<file path="src/rtl/layer7_weight_loader.sv">
// Streams packed 32-bit source words into a 16-bit weight memory, low half first,
// with a range-checked start and a registered write port.
module layer7_weight_loader #(
  parameter int WEIGHT_NUM = 2000
) (
  input  logic        clk,
  input  logic        rst,
  input  logic        start,
  input  logic [15:0] base_addr,
  input  logic [15:0] weight_count,
  input  logic        in_valid,
  input  logic [31:0] in_data,
  output logic        in_ready,
  output logic        write_weight_signal,
  output logic [15:0] write_weight_addr,
  output logic [15:0] write_weight_data,
  output logic        busy,
  output logic        done,
  output logic        err
);

  typedef enum logic [1:0] {IDLE, LOAD, FINISH} state_t;

  state_t      state_q, state_d;
  logic [15:0] base_q, count_q, words_need_q, words_acc_q, issue_cnt_q;
  logic [31:0] hold_q;
  logic        hold_vld_q, half_q;
  logic        p_vld_q;
  logic [15:0] p_addr_q, p_data_q;
  logic        wr_sig_q;
  logic [15:0] wr_addr_q, wr_data_q;
  logic        err_q;

  logic range_ok, start_load, start_zero, start_bad;
  logic issue, last_half, xfer;

  assign range_ok   = ({1'b0, base_addr} + {1'b0, weight_count}) <= 17'(WEIGHT_NUM);
  assign start_zero = (state_q == IDLE) && start && (weight_count == 16'd0);
  assign start_load = (state_q == IDLE) && start && (weight_count != 16'd0) && range_ok;
  assign start_bad  = (state_q == IDLE) && start && (weight_count != 16'd0) && !range_ok;

  assign issue     = (state_q == LOAD) && hold_vld_q;
  // An odd count ends on a low half; the matching high half is never issued.
  assign last_half = issue && (half_q || ((issue_cnt_q + 16'd1) == count_q));
  assign in_ready  = (state_q == LOAD) && (words_acc_q < words_need_q) &&
                     (!hold_vld_q || (half_q && issue));
  assign xfer      = in_valid && in_ready;

  always_ff @(posedge clk or posedge rst) begin
    if (rst) state_q <= IDLE;
    else     state_q <= state_d;
  end

  always_comb begin
    state_d = state_q;
    case (state_q)
      IDLE: begin
        if (start_load)      state_d = LOAD;
        else if (start_zero) state_d = FINISH;
      end
      // Leave once the last issued half has drained through the output register.
      LOAD:    if ((issue_cnt_q == count_q) && !p_vld_q && !hold_vld_q) state_d = FINISH;
      FINISH:  state_d = IDLE;
      default: state_d = IDLE;
    endcase
  end

  always_comb begin
    busy = (state_q != IDLE);
    done = (state_q == FINISH);
  end

  always_ff @(posedge clk or posedge rst) begin
    if (rst) begin
      base_q       <= '0;
      count_q      <= '0;
      words_need_q <= '0;
      words_acc_q  <= '0;
      issue_cnt_q  <= '0;
      hold_q       <= '0;
      hold_vld_q   <= 1'b0;
      half_q       <= 1'b0;
      p_vld_q      <= 1'b0;
      p_addr_q     <= '0;
      p_data_q     <= '0;
      wr_sig_q     <= 1'b0;
      wr_addr_q    <= '0;
      wr_data_q    <= '0;
      err_q        <= 1'b0;
    end else begin
      if (start_load || start_zero) err_q <= 1'b0;
      else if (start_bad)           err_q <= 1'b1;

      p_vld_q  <= issue;
      wr_sig_q <= p_vld_q;
      if (p_vld_q) begin
        wr_addr_q <= p_addr_q;
        wr_data_q <= p_data_q;
      end

      if (start_load) begin
        base_q       <= base_addr;
        count_q      <= weight_count;
        words_need_q <= 16'(({1'b0, weight_count} + 17'd1) >> 1);
        words_acc_q  <= '0;
        issue_cnt_q  <= '0;
        hold_vld_q   <= 1'b0;
        half_q       <= 1'b0;
      end else begin
        if (issue) begin
          p_addr_q    <= base_q + issue_cnt_q;
          p_data_q    <= half_q ? hold_q[31:16] : hold_q[15:0];
          issue_cnt_q <= issue_cnt_q + 16'd1;
          if (last_half) hold_vld_q <= 1'b0;
          else           half_q     <= 1'b1;
        end
        if (xfer) begin
          hold_q      <= in_data;
          hold_vld_q  <= 1'b1;
          half_q      <= 1'b0;
          words_acc_q <= words_acc_q + 16'd1;
        end
      end
    end
  end

  assign write_weight_signal = wr_sig_q;
  assign write_weight_addr   = wr_addr_q;
  assign write_weight_data   = wr_data_q;
  assign err                 = err_q;

endmodule

</file>
<file path="config.mk">
export PLATFORM = sky130hd
export DESIGN_NAME = layer7_weight_loader
export DESIGN_NICKNAME = d
export VERILOG_FILES = /design/src/rtl/layer7_weight_loader.sv
export SDC_FILE = /design/constraint.sdc
export NUM_CORES = 1
export LEC_CHECK = 0
export CORE_MARGIN = 2
export CORE_UTILIZATION = 28
export DETAILED_ROUTE_END_ITERATION = 10
export GPL_ROUTABILITY_DRIVEN = 1
export PLACE_DENSITY = 0.55
export SLEW_MARGIN = 20
export SYNTH_ARGS = -nofsm -noshare
export SYNTH_HDL_FRONTEND = slang
export SYNTH_SLANG_ARGS = --single-unit
</file>
<file path="constraint.sdc">
create_clock -name clk -period 11.45 [get_ports clk]
set_input_delay 2.29 -clock clk [delete_from_list [all_inputs] [get_ports clk]]
set_output_delay 2.29 -clock clk [all_outputs]
set_load 0.01 [all_outputs]
</file>
==> results.toml <==
[status]
outcome = "finished clean"

[drt]
drt_first_pass_iters = 5
routed_via_density = 4.929
first_iter_violations = 419
vias = 7448
routedWlPerCell_um = 16.80
wl_um = 25390
ant_nets = 0
route.detailed.drc = 0

[grt]
grt_first_pass_wirelength_um = 41510
track_usage_pct = 13.87
grt_overflow = 0
antenna_found_initial = 0
grt_pass1_vias = 7271
grt_max_degree = 120

[clock_tree]
post-cts-setup-buffers = 0
cts_buffers = 17
clk_path_buf_depth = 2
clock_latency_ns = 0.44
clkSinkCount = 183
cts_hold_buffers = 0
cts_resized = 0
clockRootBuffer = "clkbuf_16"
clk_pin_slew_ns = 0.07
h-tree-depth = 4
cts_tree = "built"

[worst_setup_path]
crit_chain = "clkdlybuf4s50_1 > ha_1 > a21oi_1 > nand2_1 > nand3b_1 > a31oi_1 > mux2_2 > a2111oi_4 > buf_4 > mux2_2"
crit_path_end_kind = "flop"
crit_path_start = "weight_count[7]"
reg2reg_to = "base_q[14]$_DFFE_PP0P_"
crit_path_top_delay_cell = "buf_4"
path_buf_inv = 2
crit_type = "input pin to flop"
reg2reg_depth = 8
ff2ff_setup_slack_ns = 8.30
critPathLaunchType = "input pin"
worstPathRequired_ns = 11.77
cp_common_cell = "mux2_2"
cp_max_fo = 84
endpoint = "base_q[14]$_DFFE_PP0P_"
cpLargestDelayFamily = "buffers and inverters"
crit_cells = 10
arrival_ns = 6.24
cpPeakStageDelay_ns = 0.85
regToRegStartpoint = "state_q[1]$_DFFE_PP0P_"

[yosys]
synth-seq-cells = 183
synth_edf_count = 0
synth_nets = 1070
synth-simple-area-share_pct = 13.70
synthAdderAreaFrac_pct = 6.600
syn_area_sq_um = 10080
async_reset_ff_share_pct = 100.0
yosys_warnings = 0
synthMuxAreaShare_pct = 14.24
syn_inst = 950
syn_avg_cell_area_sq_um = 10.62
yosysSeqAreaShare_pct = 45.41
yosys.cell_types.count = 62
synthFlopType = "dfrtp_1"
synthXorXnorAreaFrac_pct = 5.298
synth-compound-area-share_pct = 11.55
synth_top_family_by_area = "multiplexers"

[floorplanning]
initial_core_util_pct = 28.42
coreArea_sq_um = 35480
die-area_sq_um = 37550
rows = 69
die_x_um = 193.8
die_h_um = 193.8
io_pins = 105

[final_layout]
synthToLayoutAreaGrowth_pct = 20.51
n_antenna_cell = 0
finalNetCount = 1158
drive_gt1_share_pct = 13.24
filler_cell_count = 3512
final_util_pct = 34.25

[timing]
setup-tns-final_ns = 0
tightest_slew_ns = 1.090
rsz0062_at_grt = "false"
fin_skew_ns = 0.01652
relSlewSlack_pct = 27.36
setup_viol = 0
final.min_clock_period_ns = 5.920
fmax_mhz = 168.9
report.final.slew_viol_count = 0
finalCritPeriodShare_pct = 51.71
hold_viol = 0

[power_and_ir_drop]
vdd_drop_max_mv = 0.09678
powerDensity_nw_per_um2 = 192.7
p_clk_share_pct = 25.4
switching_share_pct = 32.80
p_int_mw = 1.573
p_seq_share_pct = 42.8
p_sw_mw = 0.7679
leakage_nw = 5.264
power_frac_comb_pct = 31.9

[min_path]
hold_start = "p_addr_q[12]$_DFFE_PP0P_"
hold_path_class = "flop to flop"

[placed_design]
post-dp-hpwl_um = 18490
gp_congestion = 0.8575
portBuffers = 104

[job]
drv_cap = 0
## worst min-delay path by stage
stage / end / slack (ns) / depth (start not counted)
2_1_floorplan: write_weight_signal$_DFF_PP0_ / 0.35 / 0
3_3_place_gp: p_addr_q[7]$_DFFE_PP0P_ / 0.46 / 2
3_5_place_dp: p_addr_q[12]$_DFFE_PP0P_ / 0.47 / 2
4_1_cts: p_addr_q[12]$_DFFE_PP0P_ / 0.48 / 2
5_1_grt: p_addr_q[8]$_DFFE_PP0P_ / 0.52 / 2
6_report: p_addr_q[12]$_DFFE_PP0P_ / 0.48 / 2
## placed cells by master, fill, tap and decap left out, drive strengths merged, types with 8 or more instances in the layout
cell type / Yosys / routed
dfrtp: 183 / 183
clkdlybuf4s50: 0 / 104
mux2: 100 / 100
nand2: 65 / 65
nor2: 63 / 63
ha: 50 / 50
a21oi: 43 / 43
inv: 34 / 38
o21ai: 36 / 36
xor2: 34 / 34
nand3: 31 / 31
mux2i: 31 / 31
xnor2: 27 / 27
clkbuf: 25 / 19
nor3: 17 / 17
o31ai: 17 / 17
or3: 16 / 16
a21o: 14 / 14
and3: 13 / 13
o211ai: 12 / 12
a31oi: 10 / 10
nand4: 9 / 9
and4: 8 / 8
or4: 8 / 8
## power by group through the flow
stage / sequential, mW / clock, mW / combinational, mW
6_report: 1.00 / 0.594 / 0.746
5_1_grt: 1.03 / 0.639 / 0.830
4_1_cts: 1.00 / 0.614 / 0.759
3_5_place_dp: 1.02 / 0 / 0.754
3_3_place_gp: 1.01 / 0 / 0.743
2_1_floorplan: 0.985 / 0 / 0.492
## synth_stat cells, drive strengths merged, types with 6 or more instances
master / count / area (sq um)
nand3: 31 / 155.2
mux2i: 31 / 310.3
nand2b: 7 / 43.79
o31ai: 17 / 127.6
clkbuf: 25 / 93.84
and4: 8 / 70.07
nor2: 63 / 236.5
mux2: 100 / 1126
o21ai: 36 / 180.2
buf: 17 / 97.58
and3: 13 / 81.33
xor2: 34 / 297.8
nor2b: 6 / 37.54
or3: 16 / 100.1
ha: 50 / 625.6
a21o: 14 / 105.1
a21oi: 43 / 215.2
nand2: 65 / 244.0
nor3: 17 / 85.08
a31oi: 10 / 62.56
xnor2: 27 / 236.5
o211ai: 12 / 90.09
or4: 8 / 60.06
dfrtp: 183 / 4579
o21a: 6 / 45.04
nand4: 9 / 56.30
nor4: 6 / 37.54
inv: 34 / 127.6
## flip-flops by register name, indices dropped and copies added, names as in the netlist
name / cells
issue_cnt_q: 16
words_acc_q: 16
p_vld_q: 1
state_q: 2
count_q: 16
write_weight_addr: 16
base_q: 16
words_need_q: 16
p_addr_q: 16
hold_vld_q: 1
err: 1
write_weight_data: 16
half_q: 1
p_data_q: 16
write_weight_signal: 1
hold_q: 32
## area by class of cell
class                   instances  area, sq um  area share (%)
flip-flops and latches        183         4579           37.68
clock buffers                  19        432.9           3.562
inverters                      35        138.9           1.143
clock inverters                12        145.1           1.194
well taps                     461        576.8           4.746
multi-input cells             690         5186           42.67
repair buffers                111         1094           8.998
## layer usage
metal / up-vias / GRT usage [%] / part of all wire, %
met5: - / 0 / 0
met4: 0 / 3.534 / 1.2
li1: 3629 / - / -
met2: 113 / 21.76 / 46
met1: 3685 / 19.85 / 50
met3: 21 / 2.313 / 2.5
## cells by family after synthesis
kind of cell / after synthesis
xor gates and xnor gates: 61
buffers and inverters: 77
AOI/OAI and AO/OA: 174
muxes: 131
DFF: 183
adders and majority gates: 52
and+or+nand+nor: 272
## worst reg2reg max path: stages, from the launching register on
cell	delay (ns)
dfrtp_1	0.43
nor2_1	0.20
nand2_1	0.14
nor3_1	0.21
o311ai_0	0.17
a221o_1	0.33
a2111oi_4	0.20
buf_4	0.85
mux2_2	0.51
## metrics by stage
step / cell area, sq um / hold slack [ns] / setup WS (ns) / total power, mW / std cells
final: 12150 / 0.4769 / 5.530 / 2.341 / 1511
after global routing: 12150 / 0.5151 / 5.316 / 2.503 / 1511
after CTS: 12150 / 0.4850 / 5.579 / 2.377 / 1511
after global placement: 11570 / 0.4640 / 5.165 / 1.753 / 1480
after detailed placement: 11570 / 0.4652 / 5.116 / 1.771 / 1480
after floorplan: 10080 / 0.3519 / 4.188 / 1.477 / 950
Power figures use the tool's default switching activity.
